<file path="src/rtl/solver_dispatch.sv">
// Host front end for one fractal solver: takes a job header plus c limbs,
// drives the solver load/start protocol and hands back the iteration count.
module solver_dispatch #(
  parameter int LIMB_INDEX_BITS = 6,
  parameter int LIMB_BITS       = 32,
  parameter int ID_BITS         = 8
) (
  input  logic                       clock,
  input  logic                       reset_n,
  input  logic                       job_valid,
  output logic                       job_ready,
  input  logic [LIMB_INDEX_BITS-1:0] job_num_limbs,
  input  logic [15:0]                job_iter_lim,
  input  logic [ID_BITS-1:0]         job_id,
  input  logic                       limb_valid,
  output logic                       limb_ready,
  input  logic [LIMB_BITS-1:0]       limb_data,
  output logic                       wr_real_en,
  output logic                       wr_imag_en,
  output logic [LIMB_INDEX_BITS-1:0] wr_ind,
  output logic [LIMB_BITS-1:0]       c_wr_data,
  output logic                       wr_num_limbs_en,
  output logic                       wr_iter_lim_en,
  output logic [LIMB_INDEX_BITS-1:0] num_limbs_data,
  output logic [15:0]                iter_lim_data,
  output logic                       start,
  input  logic                       out_ready,
  input  logic [15:0]                iteration_count,
  output logic                       res_valid,
  input  logic                       res_ready,
  output logic [15:0]                res_count,
  output logic                       res_escaped,
  output logic                       res_err,
  output logic [ID_BITS-1:0]         res_id
);

  typedef enum logic [3:0] {
    IDLE, HDR, LOAD_RE, LOAD_IM, LAST, START, ARM, WAIT_DONE, RESULT
  } state_t;

  typedef struct packed {
    logic [LIMB_INDEX_BITS-1:0] num_limbs;
    logic [ID_BITS-1:0]         id;
  } job_t;

  localparam logic [LIMB_INDEX_BITS-1:0] NL_MAX = '1;

  state_t                     state;
  job_t                       job_q;
  logic [LIMB_INDEX_BITS-1:0] k;
  logic                       last_beat;

  assign last_beat = (k == job_q.num_limbs - LIMB_INDEX_BITS'(1));

  always_ff @(posedge clock or negedge reset_n) begin
    if (!reset_n) begin
      state           <= IDLE;
      job_q           <= '0;
      k               <= '0;
      job_ready       <= 1'b0;
      limb_ready      <= 1'b0;
      wr_real_en      <= 1'b0;
      wr_imag_en      <= 1'b0;
      wr_ind          <= '0;
      c_wr_data       <= '0;
      wr_num_limbs_en <= 1'b0;
      wr_iter_lim_en  <= 1'b0;
      num_limbs_data  <= '0;
      iter_lim_data   <= '0;
      start           <= 1'b0;
      res_valid       <= 1'b0;
      res_count       <= '0;
      res_escaped     <= 1'b0;
      res_err         <= 1'b0;
      res_id          <= '0;
    end else begin
      // single-cycle strobes fall back to 0 unless re-armed below
      wr_real_en      <= 1'b0;
      wr_imag_en      <= 1'b0;
      wr_num_limbs_en <= 1'b0;
      wr_iter_lim_en  <= 1'b0;
      start           <= 1'b0;
      case (state)
        IDLE: begin
          job_ready <= 1'b1;
          if (job_valid && job_ready) begin
            job_ready       <= 1'b0;
            job_q.num_limbs <= job_num_limbs;
            job_q.id        <= job_id;
            if (job_num_limbs == '0 || job_num_limbs == NL_MAX) begin
              res_valid   <= 1'b1;
              res_err     <= 1'b1;
              res_count   <= '0;
              res_escaped <= 1'b0;
              res_id      <= job_id;
              state       <= RESULT;
            end else begin
              res_err         <= 1'b0;
              wr_num_limbs_en <= 1'b1;
              wr_iter_lim_en  <= 1'b1;
              num_limbs_data  <= job_num_limbs;
              iter_lim_data   <= job_iter_lim;
              state           <= HDR;
            end
          end
        end
        HDR: begin
          k          <= '0;
          limb_ready <= 1'b1;
          state      <= LOAD_RE;
        end
        LOAD_RE, LOAD_IM: begin
          // limb_ready is held high throughout both load states
          if (limb_valid) begin
            wr_real_en <= (state == LOAD_RE);
            wr_imag_en <= (state == LOAD_IM);
            wr_ind     <= k;
            c_wr_data  <= limb_data;
            if (last_beat) begin
              k <= '0;
              if (state == LOAD_IM) begin
                limb_ready <= 1'b0;
                state      <= LAST;
              end else begin
                state <= LOAD_IM;
              end
            end else begin
              k <= k + LIMB_INDEX_BITS'(1);
            end
          end
        end
        LAST: begin
          start <= 1'b1;
          state <= START;
        end
        START: state <= ARM;
        // out_ready may still be high from the previous job here
        ARM: state <= WAIT_DONE;
        WAIT_DONE: begin
          if (out_ready) begin
            res_valid   <= 1'b1;
            res_count   <= iteration_count;
            res_escaped <= (iteration_count != 16'hFFFF);
            res_id      <= job_q.id;
            state       <= RESULT;
          end
        end
        RESULT: begin
          if (res_ready) begin
            res_valid <= 1'b0;
            job_ready <= 1'b1;
            state     <= IDLE;
          end
        end
        default: state <= IDLE;
      endcase
    end
  end

endmodule

</file>
<file path="config.mk">
export PLATFORM = sky130hd
export DESIGN_NAME = solver_dispatch
export DESIGN_NICKNAME = d
export VERILOG_FILES = /design/src/rtl/solver_dispatch.sv
export SDC_FILE = /design/constraint.sdc
export NUM_CORES = 1
export LEC_CHECK = 0
export CORE_ASPECT_RATIO = 1.5
export CORE_MARGIN = 1.5
export CORE_UTILIZATION = 40
export DETAILED_ROUTE_END_ITERATION = 7
export MAX_ROUTING_LAYER = met4
export PLACE_DENSITY = 0.76
export RECOVER_POWER = 50
export SLEW_MARGIN = 10
export SYNTH_ARGS = -nofsm -noshare
export SYNTH_HDL_FRONTEND = slang
export SYNTH_SLANG_ARGS = --single-unit
</file>
<file path="constraint.sdc">
create_clock -name clock -period 1.9 [get_ports clock]
set_input_delay 0.475 -clock clock [delete_from_list [all_inputs] [get_ports clock]]
set_output_delay 0.475 -clock clock [all_outputs]
set_load 0.03 [all_outputs]
</file>
==> flow_summary.yaml <==
clock_network:
  clk_pin_slew_ns: 0.05
  htreeDepth: 4
  clkSinkCount: 117
  cts_tree: "built"
  root_buffer: "clkbuf_16"
  numCtsBuffers: 17
  cts_buffer_depth: 2
  clkLatencyLatePin_ns: 0.40
routing:
  first_pass_iters: 4
  drcViolationCount: 0
  vias_per_cell: 5.023
  drt_iter0_markers: 128
  routed_wl_mm: 12.18
  wl_per_cell_um: 16.48
  vias: 3712
  ant_nets: 0
hold_path:
  hold_path_class: "register to register"
logic_synthesis:
  syn_area_per_cell_um2: 13.82
  netlist_area_mm2: 0.004946
  synth_cell_type_count: 48
  syn_inst: 358
  yosys_warnings: 0
  synth-seq-area-share_pct: 59.20
  synthesis.nets: 444
  synth-seq-cells: 117
floorplan:
  ios: 178
  chipHeight_um: 139.2
  core-area_mm2: 0.01202
  die_width_um: 93.79
  num_rows: 49
  initial_core_util_pct: 41.16
  dieArea_mm2: 0.01305
grt:
  grt_pass1_wl_mm: 19.62
  grt_util_all_layers_pct: 19.89
  grt_max_degree: 53
  grt_pass1_vias: 3981
  overflow: 0
  antenna_found_initial: 0
power_and_ir_drop:
  pwr-share-clk_pct: 24.7
  p_int_mw: 8.059
  leakage_nw: 3.535
  power.density_mw_per_mm2: 1716
  pwr-share-comb_pct: 43.4
  ir_drop_uv: 964.7
  sw_frac_of_total_pct: 38.06
  seqPwrFrac_pct: 32.0
  p_sw_mw: 4.951
layout:
  antenna_cells: 0
  drive_gt1_share_pct: 29.86
  layout_common_cells: "117 x dfrtp_1, 88 x mux2_2, 82 x clkdlybuf4s50_1, 82 x dlygate4sd2_1, 28 x buf_4"
  layout_commonest_cell: "dfrtp_1"
  fin_area_mm2: 0.007580
  nets: 659
  fin_cells: 739
  area_growth_pct: 53.25
placement:
  placedCellCount: 704
  place_congestion: 0.7967
  numPortBuffers: 177
  dpl.hpwl_mm: 8.872
  placed_area_mm2: 0.007126
sta:
  period_needed_ns: 1.967
  period_share_pct: 103.5
  hold_violations: 0
  whs_ns: 0.4879
  setup_viol: 4
  setup_slack_ns: -0.06711
  fmax_mhz: 508.4
  relSlewSlack_pct: 37.89
  skew_ns: 0.007045
  setup_tns_ns: -0.1352
  tightest_slew_ns: 0.9316
  rsz0062_at_grt: "true"
  drv_slew: 0
worst_setup_path:
  crit_arrival_ns: 2.28
  crit_required_ns: 2.21
  cp-start-kind: "register"
  critPathCaptureType: "register"
  crit_fanout: 5
  criticalPathCategory: "register to register"
run_status:
  violations: "negative setup slack"
  status: "finished with violations"
flow_run:
  max_cap_viol_count: 0
[registers in the layout, indices dropped and copies added (netlist names), 6 cells and up]
register and cells:
res_count 16, k 6, num_limbs_data 6, wr_ind 6, iter_lim_data 16, job_q 14, res_id 8, c_wr_data 32
[stage by stage]
| stage | util (%) | power [mW] | setup WS (ns) |
|---|---|---|---|
| 5_1_grt | 63.08 | 13.70 | -0.1489 |
| 3_3_place_gp | 59.30 | 10.26 | -0.3746 |
| 4_1_cts | 63.75 | 13.26 | -0.03192 |
| 2_1_floorplan | - | 7.782 | 0.008371 |
| 6_report | 63.08 | 13.01 | -0.06711 |
| 3_5_place_dp | 59.30 | 10.45 | -0.3816 |
[repair_timing]
item                                    4_1_cts  5_1_grt
hold endpoints to repair                     15        0
endpoints found under the setup margin       86       51
hold buffers                                  1        0
pin swaps                                     4        2
gates resized for setup                      88       19
cloned                                        0        0
buffers inserted                              0        2
[worst max-delay path, cell delays in order, from the launching register on]
cell       delay (ns)
dfrtp_1          0.39
or3_4            0.41
o31a_1           0.28
o2111ai_4        0.30
buf_4            0.20
o2111ai_2        0.15
o211ai_1         0.14
[cells by family (layout without fill, tap and decap cells)]
| group | after synthesis | count (layout) | synth area share (%) |
|---|---|---|---|
| DFF | 117 | 117 | 59.20 |
| xor gates and xnor gates | 7 | 7 | 1.240 |
| AOI/OAI and AO/OA | 50 | 50 | 8.500 |
| and+or+nand+nor | 65 | 65 | 7.235 |
| adders and majority gates | 2 | 2 | 0.5059 |
| muxes | 89 | 89 | 20.34 |
| buffers and inverters | 28 | 256 | 2.985 |
[area by class of cell]
class | instances | area, um2
Clock buffer | 22 | 474.2
Clock inverter | 10 | 127.6
Fill cell | 985 | 4437
Inverter | 9 | 33.78
Multi-Input combinational cell | 213 | 1909
Sequential cell | 117 | 2928
Tap cell | 153 | 191.4
Timing Repair Buffer | 215 | 1916
[layer usage]
metal / global-route usage, % / up-vias / wire, um
li1: - / 1715 / -
met1: 20.31 / 1862 / 4468
met2: 35.35 / 110 / 6800
met3: 5.702 / 25 / 613
met4: 7.463 / 0 / 296
met5: - / - / 0
[cell usage after synthesis, drive strengths merged]
cell type | count | area share, %
a211oi | 1 | 0.25
a21bo | 1 | 0.20
a21oi | 4 | 0.40
a22o | 18 | 3.2
a2bb2oi | 2 | 0.35
a31oi | 1 | 0.13
and2 | 5 | 0.63
and3 | 2 | 0.25
buf | 13 | 1.8
clkbuf | 6 | 0.48
dfrtp | 117 | 59
ha | 2 | 0.51
inv | 9 | 0.68
mux2 | 89 | 20
nand2 | 22 | 1.7
nand2b | 3 | 0.38
nand3 | 3 | 0.30
nand4 | 5 | 0.63
nand4b | 1 | 0.18
nor2 | 8 | 0.66
nor2b | 5 | 0.63
nor3 | 4 | 0.40
nor4 | 3 | 0.81
nor4b | 1 | 0.18
o2111ai | 2 | 0.71
o211a | 1 | 0.20
o211ai | 1 | 0.15
o21ai | 13 | 1.5
o221ai | 1 | 0.18
o311ai | 1 | 0.33
o31a | 1 | 0.18
o31ai | 2 | 0.58
o41ai | 1 | 0.18
or2 | 1 | 0.13
or3 | 1 | 0.23
or4 | 1 | 0.15
xnor2 | 5 | 0.89
xor2 | 2 | 0.35
[final timing paths]
check                           startpoint                 to  slack (ns)  depth (start not counted)
worst max-delay path              job_q[8]               k[2]       -0.07                          6
worst min-delay path               res_err            res_err        0.49                          2
worst max register to register    job_q[8]               k[2]       -0.07                          6
worst min register to register     res_err            res_err        0.49                          2
max in group asynchronous          reset_n      c_wr_data[16]        0.14                          3
min in group asynchronous          reset_n  iter_lim_data[12]        0.75                          2
[power groups by stage]
stage | Sequential (mW) | Clock, mW | Combinational [mW]
after floorplan | 5.75 | 0 | 2.03
after CTS | 4.17 | 3.27 | 5.82
after detailed placement | 4.23 | 0 | 6.22
final | 4.16 | 3.21 | 5.64
after global placement | 4.17 | 0 | 6.09
after global routing | 4.31 | 3.40 | 6.00
Note: power is estimated with default switching activity, not from simulation.
